[config.mk]
export PLATFORM = sky130hd
export DESIGN_NAME = hazard_scoreboard
export DESIGN_NICKNAME = d
export VERILOG_FILES = /design/src/rtl/hazard_scoreboard.sv
export SDC_FILE = /design/constraint.sdc
export NUM_CORES = 1
export LEC_CHECK = 0
export ABC_AREA = 1
export CAP_MARGIN = 25
export CORE_MARGIN = 2
export CORE_UTILIZATION = 50
export CTS_BUF_LIST = sky130_fd_sc_hd__clkbuf_4
export DETAILED_ROUTE_END_ITERATION = 16
export PLACE_DENSITY = 0.77
export SYNTH_ARGS = -nofsm -noshare
export SYNTH_HDL_FRONTEND = slang
export SYNTH_SLANG_ARGS = --single-unit
[constraint.sdc]
create_clock -name clk -period 2 [get_ports clk]
set_clock_uncertainty 0.1 [all_clocks]
set_input_delay 0.5 -clock clk [delete_from_list [all_inputs] [get_ports clk]]
set_output_delay 0.5 -clock clk [all_outputs]
set_load 0.005 [all_outputs]
[src/rtl/hazard_scoreboard.sv]
// Hazard scoreboard for the in-order core.
// Tracks destination registers in flight across DEPTH post-decode positions
// (pos1=EX ... posDEPTH=WB), decides decode stalls, front-end flushes and the
// registered operand-forward selects, and counts stall and redirect cycles.
module hazard_scoreboard #(
   parameter int  DEPTH      = 3,
   parameter int  REG_AW     = 5,
   parameter int  LOAD_READY = 3,
   parameter int  CNT_W      = 32,
   localparam int FWD_W      = $clog2(DEPTH + 1)
) (
   input  logic              clk,
   input  logic              rst,
   input  logic              id_valid,
   input  logic [REG_AW-1:0] id_rs1,
   input  logic              id_rs1_need,
   input  logic [REG_AW-1:0] id_rs2,
   input  logic              id_rs2_need,
   input  logic [REG_AW-1:0] id_rd,
   input  logic              id_we,
   input  logic [1:0]        id_cls,
   input  logic              ex_taken,
   input  logic              md_busy,
   output logic              if_en,
   output logic              de_en,
   output logic              ex_en,
   output logic              de_flush,
   output logic              ex_flush,
   output logic [FWD_W-1:0]  fwd1_sel,
   output logic [FWD_W-1:0]  fwd2_sel,
   output logic [CNT_W-1:0]  stall_cnt,
   output logic [CNT_W-1:0]  flush_cnt
);

   localparam logic [1:0] CLS_LOAD = 2'd1;

   logic              valid_q [DEPTH];
   logic              valid_d [DEPTH];
   logic [REG_AW-1:0] rd_q    [DEPTH];
   logic [REG_AW-1:0] rd_d    [DEPTH];
   logic [1:0]        cls_q   [DEPTH];
   logic [1:0]        cls_d   [DEPTH];
   logic [FWD_W-1:0]  fwd1_q, fwd1_d;
   logic [FWD_W-1:0]  fwd2_q, fwd2_d;
   logic [CNT_W-1:0]  stall_cnt_q, stall_cnt_d;
   logic [CNT_W-1:0]  flush_cnt_q, flush_cnt_d;

   logic              hazard;
   logic              id_stall;
   logic              hold;
   logic              issue;
   logic [FWD_W-1:0]  src_sel [2];
   logic              src_haz [2];

   assign hold     = md_busy;
   assign id_stall = id_valid & hazard & ~ex_taken;
   assign issue    = ~hold & id_valid & ~id_stall & ~ex_taken;

   // Per-source lookup: youngest matching producer decides stall or forward position.
   always_comb begin : hazard_comb
      logic [REG_AW-1:0] rs;
      logic              need;
      logic              found;
      logic [1:0]        mcls;
      int                mq;
      int                ready;
      rs    = '0;
      need  = 1'b0;
      found = 1'b0;
      mcls  = '0;
      mq    = 0;
      ready = 2;
      for (int s = 0; s < 2; s++) begin
         rs    = (s == 0) ? id_rs1 : id_rs2;
         need  = (s == 0) ? id_rs1_need : id_rs2_need;
         found = 1'b0;
         mcls  = '0;
         mq    = 0;
         ready = 2;
         // Walk oldest to youngest so the youngest match is the one kept.
         for (int k = DEPTH - 1; k >= 0; k--) begin
            if (need && (rs != '0) && valid_q[k] && (rd_q[k] == rs)) begin
               found = 1'b1;
               mcls  = cls_q[k];
               mq    = k + 2;
            end
         end
         src_sel[s] = '0;
         src_haz[s] = 1'b0;
         // A producer leaving WB this cycle is already visible in the regfile.
         if (found && (mq <= DEPTH)) begin
            ready = (mcls == CLS_LOAD) ? LOAD_READY : 2;
            if (mq < ready) src_haz[s] = 1'b1;
            else            src_sel[s] = FWD_W'(mq);
         end
      end
      hazard = src_haz[0] | src_haz[1];
   end

   // Next state of the tracked positions; during a hold EX keeps its op and MEM takes a bubble.
   always_comb begin
      for (int k = 0; k < DEPTH; k++) begin
         valid_d[k] = valid_q[k];
         rd_d[k]    = rd_q[k];
         cls_d[k]   = cls_q[k];
      end
      if (hold) begin
         valid_d[1] = 1'b0;
         rd_d[1]    = '0;
         cls_d[1]   = '0;
         for (int k = 2; k < DEPTH; k++) begin
            valid_d[k] = valid_q[k-1];
            rd_d[k]    = rd_q[k-1];
            cls_d[k]   = cls_q[k-1];
         end
      end else begin
         for (int k = 1; k < DEPTH; k++) begin
            valid_d[k] = valid_q[k-1];
            rd_d[k]    = rd_q[k-1];
            cls_d[k]   = cls_q[k-1];
         end
         valid_d[0] = issue & id_we & (id_rd != '0);
         rd_d[0]    = id_rd;
         cls_d[0]   = id_cls;
      end
   end

   // Forward selects follow what enters EX; saturating stall/redirect counters.
   always_comb begin
      fwd1_d      = fwd1_q;
      fwd2_d      = fwd2_q;
      stall_cnt_d = stall_cnt_q;
      flush_cnt_d = flush_cnt_q;
      if (!hold) begin
         fwd1_d = issue ? src_sel[0] : '0;
         fwd2_d = issue ? src_sel[1] : '0;
         if (ex_taken && (flush_cnt_q != '1)) flush_cnt_d = flush_cnt_q + CNT_W'(1);
         if (id_stall && (stall_cnt_q != '1)) stall_cnt_d = stall_cnt_q + CNT_W'(1);
      end
   end

   // Pipeline enables and flushes; reset forces the front end closed and flushed.
   always_comb begin
      if_en    = 1'b1;
      de_en    = 1'b1;
      ex_en    = 1'b1;
      de_flush = 1'b0;
      ex_flush = 1'b0;
      if (!rst) begin
         if_en    = 1'b0;
         de_en    = 1'b0;
         ex_en    = 1'b0;
         de_flush = 1'b1;
         ex_flush = 1'b1;
      end else if (hold) begin
         if_en = 1'b0;
         de_en = 1'b0;
         ex_en = 1'b0;
      end else if (ex_taken) begin
         de_flush = 1'b1;
         ex_flush = 1'b1;
      end else if (id_stall) begin
         if_en    = 1'b0;
         de_en    = 1'b0;
         ex_flush = 1'b1;
      end
   end

   // State registers with synchronous active-low reset.
   always_ff @(posedge clk) begin
      if (!rst) begin
         for (int k = 0; k < DEPTH; k++) begin
            valid_q[k] <= 1'b0;
            rd_q[k]    <= '0;
            cls_q[k]   <= '0;
         end
         fwd1_q      <= '0;
         fwd2_q      <= '0;
         stall_cnt_q <= '0;
         flush_cnt_q <= '0;
      end else begin
         for (int k = 0; k < DEPTH; k++) begin
            valid_q[k] <= valid_d[k];
            rd_q[k]    <= rd_d[k];
            cls_q[k]   <= cls_d[k];
         end
         fwd1_q      <= fwd1_d;
         fwd2_q      <= fwd2_d;
         stall_cnt_q <= stall_cnt_d;
         flush_cnt_q <= flush_cnt_d;
      end
   end

   assign fwd1_sel  = fwd1_q;
   assign fwd2_sel  = fwd2_q;
   assign stall_cnt = stall_cnt_q;
   assign flush_cnt = flush_cnt_q;

endmodule

Yosys cells after proc, flatten, opt, wreduce, memory -nomap -nowiden
Memory sizes are Yosys's and may differ from the RTL's.
Cells that the tools add are included.
{"block": "totals", "ff_bits": 68, "ramBits": 24, "in_bits": 25, "out_inout_bits": 73, "elab_cells": 126, "memories": 3}
{"memory": "rd_q", "words": 3, "width": 5, "rd": 3, "rd_ports_with_merged_regs": 0, "wr": 3, "line": "39", "text": "logic [REG_AW-1:0] rd_q [DEPTH];"}
{"memory": "cls_q", "words": 3, "width": 2, "rd": 3, "rd_ports_with_merged_regs": 0, "wr": 3, "line": "41", "text": "logic [1:0] cls_q [DEPTH];"}
{"memory": "valid_q", "words": 3, "width": 1, "rd": 3, "rd_ports_with_merged_regs": 0, "wr": 3, "line": "37", "text": "logic valid_q [DEPTH];"}
{"block": "op_classes", "add_sub_neg": 2, "magnitude_cmp": 4, "n_eq_ne": 10, "muxes": 60, "bitwise": 20, "n_reduce_logical": 23}
{"cell": "$mux 32", "n": 4}
{"cell": "$add 32x1->32 const B", "n": 2}
{"cell": "$le 32x3->1 const B", "n": 2}
{"cell": "$lt 32x3->1", "n": 2}
{"cell": "$ne 32x32->1 const B", "n": 2}
{"cell": "$mux 2", "n": 17}
{"cell": "$mux 1", "n": 31}
{"cell": "$eq 5x5->1", "n": 6}
{"cell": "$mux 5", "n": 4}
{"cell": "$logic_and 1x1->1", "n": 18}
{"cell": "$reduce_bool 5->1", "n": 3}
{"cell": "$mux 10", "n": 1}
{"cell": "$or 1x1->1", "n": 10}
{"cell": "$and 1x1->1", "n": 7}
{"cell": "$mux 3", "n": 2}
{"cell": "$eq 2x1->1 const B", "n": 2}
{"cell": "$mux 4", "n": 1}
{"cell": "$reduce_and 2->1", "n": 2}
{"cell": "$not 1->1", "n": 3}

Longest topological paths before layout
Gate-level depths: netlist (run 1).
{"block": "logic_depth", "depth_word": 22, "ltp_mapped": 14, "mapped_depth_nobuf": 14}

Worst setup path before layout (run 1)
No wires, ideal clock.
{"block": "synth_timing", "path_kind": "input-to-output", "start": "in id_rs1[2]", "end": "out ex_flush", "t_arrival_ns": 1.361, "required_time_ns": 1.400, "path_slack_ns": 0.039, "cell_stages": 8, "path_buffers": 0, "path_cell_list": "nor2_1 -> nand3_1 -> nand2_1 -> inv_1 -> nand3_1 -> nand2_1 -> a21oi_1 -> o21ai_0"}
{"block": "synth_between", "elab_chain_cells": 19, "word_cells_on_any_way": 34, "cone_classes": "order compare: 2; eq/ne: 4; mux: 16; bitwise: 3; reduce/logical: 9"}
{"item": "from (decl)", "line": "15", "text": "input logic [REG_AW-1:0] id_rs1,"}
{"item": "$reduce_bool 5->1", "line": "82", "text": "if (need && (rs != '0) && valid_q[k] && (rd_q[k] == rs)) begin"}
{"item": "$logic_and 1x1->1 (3 in a row)", "line": "82"}
{"item": "$mux 2 (3 in a row)", "line": "82"}
{"item": "$eq 2x1->1", "line": "92", "text": "ready = (mcls == CLS_LOAD) ? LOAD_READY : 2;"}
{"item": "$mux 1", "line": "92"}
{"item": "$lt 32x3->1", "line": "93", "text": "if (mq < ready) src_haz[s] = 1'b1;"}
{"item": "$mux 1", "line": "93"}
{"item": "$mux 1 (*)", "line": "91", "text": "if (found && (mq <= DEPTH)) begin"}
{"item": "$or 1x1->1 (*)", "line": "97", "text": "hazard = src_haz[0] | src_haz[1];"}
{"item": "$and 1x1->1 (*) (2 in a row)", "line": "56", "text": "assign id_stall = id_valid & hazard & ~ex_taken;"}
{"item": "$mux 1 (*)", "line": "162", "text": "end else if (id_stall) begin"}
{"item": "$mux 1 (*)", "line": "159", "text": "end else if (ex_taken) begin"}
{"item": "$mux 1 (*)", "line": "155", "text": "end else if (hold) begin"}
{"item": "$mux 1 (*)", "line": "149", "text": "if (!rst) begin"}
{"item": "to (decl)", "line": "28", "text": "output logic ex_flush,"}
Every way passes the cells marked *; elsewhere a longest branch is shown, timed or not.

Worst setup path after layout (run 1)
{"block": "layout_timing", "start": "in id_valid", "end": "out de_en"}
{"block": "layout_between", "elab_chain_cells": 6}
{"item": "from (decl)", "line": "14", "text": "input logic id_valid,"}
{"item": "$and 1x1->1 (2 in a row)", "line": "56"}
{"item": "$mux 1", "line": "162"}
{"item": "$mux 1", "line": "159"}
{"item": "$mux 1", "line": "155"}
{"item": "$mux 1", "line": "149"}
{"item": "to (decl)", "line": "25", "text": "output logic de_en,"}
Every way passes these cells.

==> results of run 1 <==
state kept, by name, summed over array words and instances (netlist names):
signal	count
stall_cnt	32
fwd1_sel	2
cls_q	2
rd_q	10
valid_q	2
fwd2_sel	2
flush_cnt	32
stage by stage:
stage               instances  hold slack, ns  instance area (sq um)  worst slack, ns
global route             1121           0.403                   7760           -0.537
floorplan                 767           0.345                   5050           0.0386
CTS                      1096           0.384                   7160           -0.481
detailed placement       1054           0.365                   6710           -0.980
global placement         1054           0.351                   6710           -0.937
finish                   1121           0.379                   7760           -0.408
cells by family after synthesis:
logic type                 after synthesis
DFF                                     82
buffers and inverters                  102
and+or+nand+nor                        418
AOI/OAI and AO/OA                      122
adders and majority gates                2
xor gates and xnor gates                41
cells in the final DEF, fill, tap and decap left out, types with 5 or more instances in the layout:
master,n
nand4_1,22
xnor2_1,15
a21oi_2,15
nor3_1,29
dfxtp_1,11
clkbuf_4,9
inv_1,56
buf_4,118
dlymetal6s2s_1,12
dfxtp_2,34
dlygate4sd2_1,35
nand2_2,16
o21ai_1,8
nor2_4,6
dfxtp_4,37
buf_6,8
nand3_4,7
nand3b_1,6
buf_12,5
xor2_1,26
nand3_1,34
inv_2,16
nor2_2,10
nor2_1,80
o21ai_0,37
a21oi_1,55
nand3_2,22
nand2_1,167
clkdlybuf4s50_1,45
final timing paths:
path                            slack (ns)          start  cells past startpoint            end
worst min-delay path                  0.38    fwd1_sel[0]                      2    fwd1_sel[0]
worst max-delay path                 -0.41       id_valid                      8          de_en
worst max register to register       -0.30  valid_q[0][0]                     17  stall_cnt[10]
worst min register to register        0.38    fwd1_sel[0]                      2    fwd1_sel[0]
layer usage:
| metal | vias to the layer above | global-route usage |
|---|---|---|
| li1 | 2961 | - |
| met3 | 49 | 0.0670 |
| met4 | 0 | 0.130 |
| met5 | - | 0 |
| met2 | 315 | 0.543 |
| met1 | 3001 | 0.409 |
where the power goes:
group,internal [mW],total (mW),switching [mW]
clock network,0.282,0.961,0.679
logic,0.159,0.362,0.203
registers,1.60,1.62,0.0170
total,2.04,2.94,0.899
what timing repair did:
| action | 4_1_cts | 5_1_grt |
|---|---|---|
| gates cloned | 1 | 3 |
| resized for setup | 155 | 111 |
| hold buffers | 0 | 0 |
| pin swaps | 12 | 45 |
| endpoints found under the hold margin | 0 | 0 |
| endpoints found under the setup margin | 95 | 89 |
| buffers inserted | 27 | 27 |
worst min-delay path, stage by stage (launching register included):
cell and delay, ns:
dfxtp_1 0.34, nand2_1 0.06, a21oi_1 0.06
layout make-up:
type                            instances  area (sq um)  area share
Sequential cell                        82          1820       0.235
Timing Repair Buffer                  230          2070       0.267
Multi-Input combinational cell        583          3280       0.422
Inverter                               76           294      0.0379
Antenna cell                            1          2.50    0.000322
Clock inverter                          7          61.3     0.00790
Tap cell                              133           166      0.0214
Clock buffer                            9          67.6     0.00871
==> metrics, run 1 <==
CTS Buffer Depth=2; achievable frequency=0.415 GHz; GP Congestion=0.937; Layout Utilization=0.794; Data required, critical path=1.40 ns; clock period minus worst slack=2.41 ns; sequential element share of the synthesized area=0.325; Synth Flop Type=dfxtp_1; metal3 WL=1500 um; vias per cell=5.64; Critical Path Sink Type=primary output; P_leak=3.34 nW; Mapped Area=5050 sq um; fraction of layout cells with a size suffix above 1=0.337; Avg Inst Size Synth=6.58 sq um; Synth Area in Simple Gates=0.386; slowest cell delay on critical path=0.49 ns; Top Ports=98; Compound-Gate Fraction of Synth Area=0.125; total gr overflow=0; warnings from Yosys=0; CTS Buf Count=9; HPWL after DPL=12900 um; filler instances=734; Critical Path, Cell by Cell=clkdlybuf4s50_1 -> inv_1 -> nor3_2 -> buf_4 -> nand3_4 -> nand2_2 -> inv_2 -> buf_2; Tot Pwr=2.94 mW; metal1 wirelength=7820 um; Starting Density=0.516; Critical Path Slowest Stage Cell=clkdlybuf4s50_1; Tcrit/Tclk final=1.20; met2 wire len=9540 um; Post-Synth Adder-Cell Area=0.00496; crit path max fanout=2; TritonCTS Sinks=82; highest metal used=met4; routed wire length=19400 um; Power Dens Cells=379 nW/um^2; HP Class=register to register; CTS Root Cell=clkbuf_4; synth unique cells=38; first-pass GRT wire length=28800 um; status=finished, violations left; Post-synth ARST share=0; Worst-Margin Slew=0.665 ns; largest net degree at the start of global routing=52; Total GRT Usage=0.325; crit-path leading delay family=buffers and inverters; Area contributors post-synth=dfxtp_1 (33%), nand2_1 (13%), a21oi_1 (6.7%); Startpoint Class=input port; Yosys reg bits=82; initial antenna violation count=1; Routed Antenna Nets=0; EDFF count, synth=0; Finish-stage setup viols=35; maximum VDD drop=292 uV; Max Cap Viol=0; normalized max-slew margin=0.557; Avg WL per Cell=17.3 um; die height=104 um; CP arrival=1.81 ns; Synth top area share=0.325; vias in the first global route=5818; crit path buf inv count=5; Synthesized Nets=794; die area=10900 sq um; CTS tree=done; Mapped Cells=767; count of input and output buffers=97; Max Slew Vio Count=0; most common cell in the netlist=nand2_1; Setup Total Neg Slack=-6.23 ns; RSZ-0062 raised after global routing=yes; drt first-iter violations=552; Nets=1009; DRC violations left=0; Core ar.=9770 sq um; Die X=104 um; CTS clk-pin slew, worst paths=0.13 ns; area delta synth->final=53.8%; failing checks=setup timing; hold violation total from the final report=0; Synth Area in XOR/XNOR=0.0712; area leader, netlist=dfxtp_1; Synth top cells by count=nand2_1 (181), nor2_1 (84), dfxtp_1 (82), a21oi_1 (68), inv_1 (63); setup ws final=-0.408 ns; clk_lat worst skew=0.45 ns; mux cell area share after synthesis=0; H-tree depth=3; main combinational cell family by area after synthesis=simple AND/OR/NAND/NOR gates; Pre-antenna DRT Iters=7; Rows=36; CP Class=input port to primary output; DR vias=6326
No activity file was read; power rests on OpenSTA's default activity.
==> inputs of run 2 (changes only) <==
--- a/config.mk
+++ b/config.mk
@@ -6,7 +6,7 @@
 export NUM_CORES = 1
 export LEC_CHECK = 0
 export ABC_AREA = 1
-export CAP_MARGIN = 25
+export CAP_MARGIN = 10
 export CORE_MARGIN = 2
 export CORE_UTILIZATION = 50
 export CTS_BUF_LIST = sky130_fd_sc_hd__clkbuf_4
==> constraint.sdc (replaced) <==
create_clock -name clk -period 2 [get_ports clk]
set_clock_uncertainty 0.1 [all_clocks]
set_input_delay 0.2 -clock clk [delete_from_list [all_inputs] [get_ports clk]]
set_output_delay 0.2 -clock clk [all_outputs]
set_load 0.005 [all_outputs]
==> run 2 against run 1 <==
Compared with the run above:
- the flow still finishes with violations (setup timing)
- clock power up 29%
- final cell count down 3.7%
- worst hold slack worse by 0.15 ns
- clock-buffer cell count up 1
- combinational power down 3%
- sequential share of layout area down 0.65 points
- first-iteration DRC count down 19%
- die area unchanged
- via count down 5.6%
- fmax up 17%
- highest routed layer unchanged
==> metrics, run 2 (same netlist as run 1, synthesis figures left out) <==
status=finished, violations left; failing checks=setup timing; GP Congestion=0.956 (+2.0%); Worst-Margin Slew=0.707 ns (+0.0419 ns); Total GRT Usage=0.307 (-0.0187); Sequential Area=1670 sq um (-8.6%); RSZ-0062 raised after global routing=yes; drt first-iter violations=448 (-19%); Starting Density=0.516 (unchanged); # hold bufs at CTS=0 (unchanged); die height=104 um (unchanged); largest net degree at the start of global routing=52 (unchanged); routed wire length=17500 um (-9.7%); Rows=36 (unchanged); die area=10900 sq um (unchanged); TritonCTS Sinks=82 (unchanged); CTS Buf Count=9 (unchanged); Tot Pwr=3.26 mW (+11%); CTS tree=done; CTS Buffer Depth=2 (unchanged); Tcrit/Tclk final=1.03 (-0.172); setup ws final=-0.0637 ns (+0.345 ns); normalized max-slew margin=0.529 (-0.0279); hold violation total from the final report=0 (unchanged); maximum VDD drop=272 uV (-6.8%); area delta synth->final=44.5%; clk_lat worst skew=0.45 ns (about the same); Avg WL per Cell=16.2 um (-6.2%); internal reg-to-reg setup slack=-0.03 ns (+0.27 ns); Core ar.=9770 sq um (unchanged); clock period minus worst slack=2.06 ns (-0.345 ns); HP Class=input port to register; Critical Path Slowest Stage Cell=dfxtp_2; CTS clk-pin slew, worst paths=0.15 ns (+0.02 ns); crit-path leading delay family=simple AND/OR/NAND/NOR gates; Max Slew Vio Count=0 (unchanged); first-pass GRT wire length=27400 um (-5.0%); Max Cap Viol=0 (unchanged); crit path buf inv count=4 (-1); P_leak=2.72 nW (-18%); CTS Root Cell=clkbuf_4; Critical Path, Cell by Cell=inv_1 -> nand2_1 -> nand3_2 -> nor2_4 -> nand3_2 -> nand2_2 -> buf_6 -> nand3_4 -> nand2_2 -> inv_2 -> buf_6; Routed Antenna Nets=0 (unchanged); slowest cell delay on critical path=0.36 ns (-0.13 ns); filler instances=751 (+2.3%); vias in the first global route=5562 (-4.4%); most frequent cells in the layout=nand2_1 (173), clkdlybuf4s50_1 (94), buf_4 (84); Top Ports=98 (unchanged); DR vias=5970 (-5.6%); vias per cell=5.53 (-2.0%); Ant. Diodes=0 (-1); HPWL after DPL=12600 um (-2.0%); Critical Path Sink Type=primary output; DRC violations left=0 (unchanged); Startpoint Class=register; CP Class=register to primary output; Pre-antenna DRT Iters=5 (-2); Final Instance Area=7290 sq um (-6.0%); Data required, critical path=1.70 ns (+0.30 ns); count of input and output buffers=97 (unchanged); Die X=104 um (unchanged); Finish-stage setup viols=11 (-69%); multi-input logic area=3250 sq um (-0.92%); total gr overflow=0 (unchanged); Power Dens Cells=447 nW/um^2 (+18%); Nets=968 (-4.1%); most common cell after layout, fill and taps aside=nand2_1; achievable frequency=0.485 GHz (+17%); crit path max fanout=3 (+1); fraction of layout cells with a size suffix above 1=0.240 (-0.0974); Placed Area=6660 sq um (-0.63%); initial antenna violation count=0 (-1); CP arrival=1.76 ns (-0.05 ns); H-tree depth=3 (unchanged)
==> run 2: cell type report <==
| cell class | count | share of cell area |
|---|---|---|
| Sequential cell | 82 | 0.228 |
| Tap cell | 133 | 0.0228 |
| Inverter | 76 | 0.0398 |
| Multi-Input combinational cell | 583 | 0.445 |
| Clock inverter | 6 | 0.0144 |
| Clock buffer | 10 | 0.0103 |
| Timing Repair Buffer | 189 | 0.239 |
==> run 2: worst paths after layout <==
kind,from,endpoint,cells past startpoint
max,rd_q[0][1],de_en,11
min,id_we,valid_q[0][0],3
max reg2reg,rd_q[0][1],stall_cnt[4],13
min reg2reg,fwd2_sel[0],fwd2_sel[0],2
==> run 2: worst register-to-register path: stages (launching register included) <==
cell and delay [ns]:
dfxtp_2 0.35, buf_6 0.12, nand2_2 0.07, o21ai_2 0.07
nor2_4 0.12, buf_4 0.11, buf_4 0.09, nand4_1 0.08
nand2_2 0.10, nand3_2 0.08, nor2_4 0.26, clkbuf_16 0.22
nand3_2 0.08, a21oi_2 0.14
==> run 2: per-layer routing <==
metal  vias to the layer above  global-route usage  wire length [um]
met1                      2797               0.410              7430
met2                       275               0.499              8370
met3                        29              0.0489              1350
met5                         -                   0                 0
met4                         0               0.113               378
li1                       2869                   -                 -
==> run 2: stage by stage <==
stage | instances | worst slack (ns) | setup TNS (ns) | hold slack [ns] | util
finish | 1079 | -0.0637 | -0.277 | 0.229 | 0.746
global route | 1079 | -0.168 | -3.24 | 0.203 | 0.746
CTS | 1069 | -0.0843 | -0.202 | 0.203 | 0.704
detailed placement | 1050 | -0.381 | -6.72 | 0.358 | 0.682
global placement | 1050 | -0.327 | -5.29 | 0.352 | 0.682
floorplan | 767 | 0.262 | 0 | 0.264 | -
==> run 2: where the power goes <==
part	internal, mW	total [mW]	switching [mW]
combinational	0.155	0.352	0.197
clock	0.639	1.24	0.602
sequential	1.65	1.67	0.0158
total	2.44	3.26	0.814
==> run 2: repair_timing <==
item                                    CTS  global route
pin swaps                                 6            39
endpoints found under the setup margin    5            59
buffers inserted                          3             7
gates cloned                              0             3
gates resized for setup                  26            81
==> inputs of run 3 (changes only) <==
--- a/config.mk
+++ b/config.mk
@@ -11,6 +11,8 @@
 export CORE_UTILIZATION = 50
 export CTS_BUF_LIST = sky130_fd_sc_hd__clkbuf_4
 export DETAILED_ROUTE_END_ITERATION = 16
+export GPL_ROUTABILITY_DRIVEN = 1
+export MAX_ROUTING_LAYER = met4
 export PLACE_DENSITY = 0.77
 export SYNTH_ARGS = -nofsm -noshare
 export SYNTH_HDL_FRONTEND = slang
==> run 3 against run 2 <==
Compared with the run above:
- the run still ends with setup timing left
- first-iteration DRC count increased by 12%
- final cell count is 0.93% higher
- fmax fell by 3.0%
- critical path type unchanged
- highest routed layer unchanged
==> metrics, run 3 (same netlist as run 1, synthesis figures left out) <==
status=finished, violations left; failing checks=setup timing; clock period minus worst slack=2.13 ns (+0.0631 ns); Total GRT Usage=0.314 (+0.00692); Layout Utilization=0.749 (+0.00294); DRC violations left=0 (unchanged); Rows=36 (unchanged); DR vias=5966 (-0.067%); maximum VDD drop=326 uV (+20%); die area=10900 sq um (unchanged); HP Class=input port to register; internal reg-to-reg setup slack=-0.08 ns (-0.05 ns); die height=104 um (unchanged); initial antenna violation count=0 (unchanged); Data required, critical path=1.70 ns (about the same); area delta synth->final=45.1%; post-place setup slack=-0.348 ns (+0.0330 ns); Worst-Margin Slew=0.625 ns (-0.0821 ns); Crit Reg-Reg Startpoint=rd_q[0][1]; Hold Crit Depth=3 (unchanged); CTS Buffer Depth=2 (unchanged); first-pass GRT wire length=27100 um (-0.93%); crit path buf inv count=5 (+1); Routed Antenna Nets=0 (unchanged); RSZ-0062 raised after global routing=yes; NetSw=792 uW (-2.7%); Nets=978 (+1.0%); Hold Startpoint=id_we; count of input and output buffers=97 (unchanged); drt first-iter violations=503 (+12%); Startpoint Class=register; Core ar.=9770 sq um (unchanged); slowest cell delay on critical path=0.37 ns (about the same); CTS Buf Count=9 (unchanged); vias in the first global route=5564 (+0.036%); setup ws final=-0.127 ns (-0.0631 ns); Pre-antenna DRT Iters=6 (+1); HPWL after DPL=12700 um (+0.72%); crit path max fanout=3 (unchanged); Power Dens Cells=415 nW/um^2 (-7.1%); TritonCTS Sinks=82 (unchanged); Critical Path Slowest Stage Cell=dfxtp_2; Placed Area=6730 sq um (+0.98%); Max Slew Vio Count=0 (unchanged); routed wire length=17600 um (+0.66%); Max Cap Viol=0 (unchanged); most frequent cells in the layout=nand2_1 (175), clkdlybuf4s50_1 (94), buf_4 (87); capturing point of the worst reg2reg path=stall_cnt[26]; CTS tree=done; Finish-stage setup viols=23 (+12); Critical Path, Cell by Cell=inv_2 -> nand2_1 -> nand2_1 -> inv_1 -> nand3_2 -> nor2_2 -> nand2_1 -> nand2_2 -> buf_6 -> nand3_4 -> nand2_2 -> inv_2 -> buf_2; Final Instance Area=7320 sq um (+0.39%); Hold WS=0.231 ns (+0.00263 ns); Die X=104 um (unchanged); fraction of layout cells with a size suffix above 1=0.246 (+0.00586); Combinational Power Share=0.120 (+0.012); crit-path leading delay family=simple AND/OR/NAND/NOR gates; Tcrit/Tclk final=1.06 (+0.0315); clk_lat worst skew=0.44 ns (about the same); achievable frequency=0.470 GHz (-3.0%); Switching Share=0.261 (+0.0106); normalized max-slew margin=0.583 (+0.0547); Worst Hold End=valid_q[0][0]; Internal=2.25 mW (-8.0%); Starting Density=0.516 (unchanged); CP Class=register to primary output; P_leak=2.79 nW (+2.5%); largest net degree at the start of global routing=52 (unchanged); H-tree depth=3 (unchanged); CTS clk-pin slew, worst paths=0.13 ns (-0.02 ns); Top Ports=98 (unchanged); Sequential Power Share=0.548 (+0.037); total gr overflow=0 (unchanged); vias per cell=5.48 (-0.98%); clock power share=0.332 (-0.049); CP arrival=1.83 ns (+0.07 ns); most common cell after layout, fill and taps aside=nand2_1; worst reg2reg path depth=14 (+1); GP Congestion=0.972 (+1.7%); Ant. Diodes=0 (unchanged); Critical Path Sink Type=primary output; Avg WL per Cell=16.2 um (-0.27%); most frequent CP cell=nand2_1; CTS Root Cell=clkbuf_4; hold violation total from the final report=0 (unchanged)
-- run 3: cell count changes in the layout (fill, tap and decap cells not counted), sizes merged --
cell / change
bufinv: -2
clkbuf: +4
clkinvlp: -1
buf: +9
-- run 3: how the worst max path moves through the flow --
stage / depth (start not counted) / slack [ns] / end / startpoint
4_1_cts: 15 / -0.07 / stall_cnt[26] / rd_q[0][2]
6_report: 13 / -0.13 / if_en / rd_q[0][0]
2_1_floorplan: 11 / 0.26 / stall_cnt[13] / stall_cnt[1]
3_3_place_gp: 10 / -0.33 / ex_flush / id_rs1[3]
3_5_place_dp: 10 / -0.35 / ex_flush / id_rs1[3]
5_1_grt: 13 / -0.24 / if_en / rd_q[0][0]
-- run 3: power groups by stage --
stage / registers, mW / logic, mW / clock network, mW
final: 1.67 / 0.364 / 1.01
after floorplan: 1.70 / 0.145 / 0
after global placement: 1.70 / 0.317 / 0
after global routing: 1.67 / 0.391 / 1.09
after CTS: 1.67 / 0.338 / 1.03
after detailed placement: 1.70 / 0.319 / 0
-- run 3: tightest hold or removal path: cells and delay by family --
| family | cells | cell delay [ns] |
|---|---|---|
| simple gates | 1 | 0.09 |
| buf+inv | 1 | 0.41 |
| compound gates | 1 | 0.05 |
-- run 3: stage by stage --
step	instances	setup TNS (ns)	total power, mW
2_1_floorplan	767	0	1.84
4_1_cts	1080	-0.969	3.03
6_report	1089	-1.03	3.04
3_3_place_gp	1057	-5.31	2.02
5_1_grt	1089	-4.70	3.15
3_5_place_dp	1057	-6.35	2.02
-- run 3: per-layer routing --
| metal | routed length [um] | share of wire | GRT usage | vias up |
|---|---|---|---|---|
| met1 | 7760 | 0.44 | 0.421 | 2779 |
| met4 | 415 | 0.024 | 0.119 | 0 |
| met3 | 1300 | 0.073 | 0.0420 | 37 |
| li1 | - | - | - | 2898 |
| met2 | 8170 | 0.46 | 0.481 | 252 |
| met5 | 0 | 0 | - | - |
-- run 3: final cells by class --
| type | count | area (sq um) |
|---|---|---|
| inverter | 76 | 290 |
| sequential | 82 | 1670 |
| clock buffer | 13 | 97.6 |
| timing repair buffer | 199 | 1850 |
| clock inverter | 3 | 40.0 |
| tap | 133 | 166 |
| fill | 794 | 2450 |
| multi-input combinational | 583 | 3200 |
-- run 3: what timing repair did --
item | CTS | global route
endpoints found under the setup margin | 3 | 56
gates cloned | 0 | 5
pin swaps | 9 | 12
hold buffers | 0 | 0
setup buffers | 7 | 5
resized for setup | 36 | 86
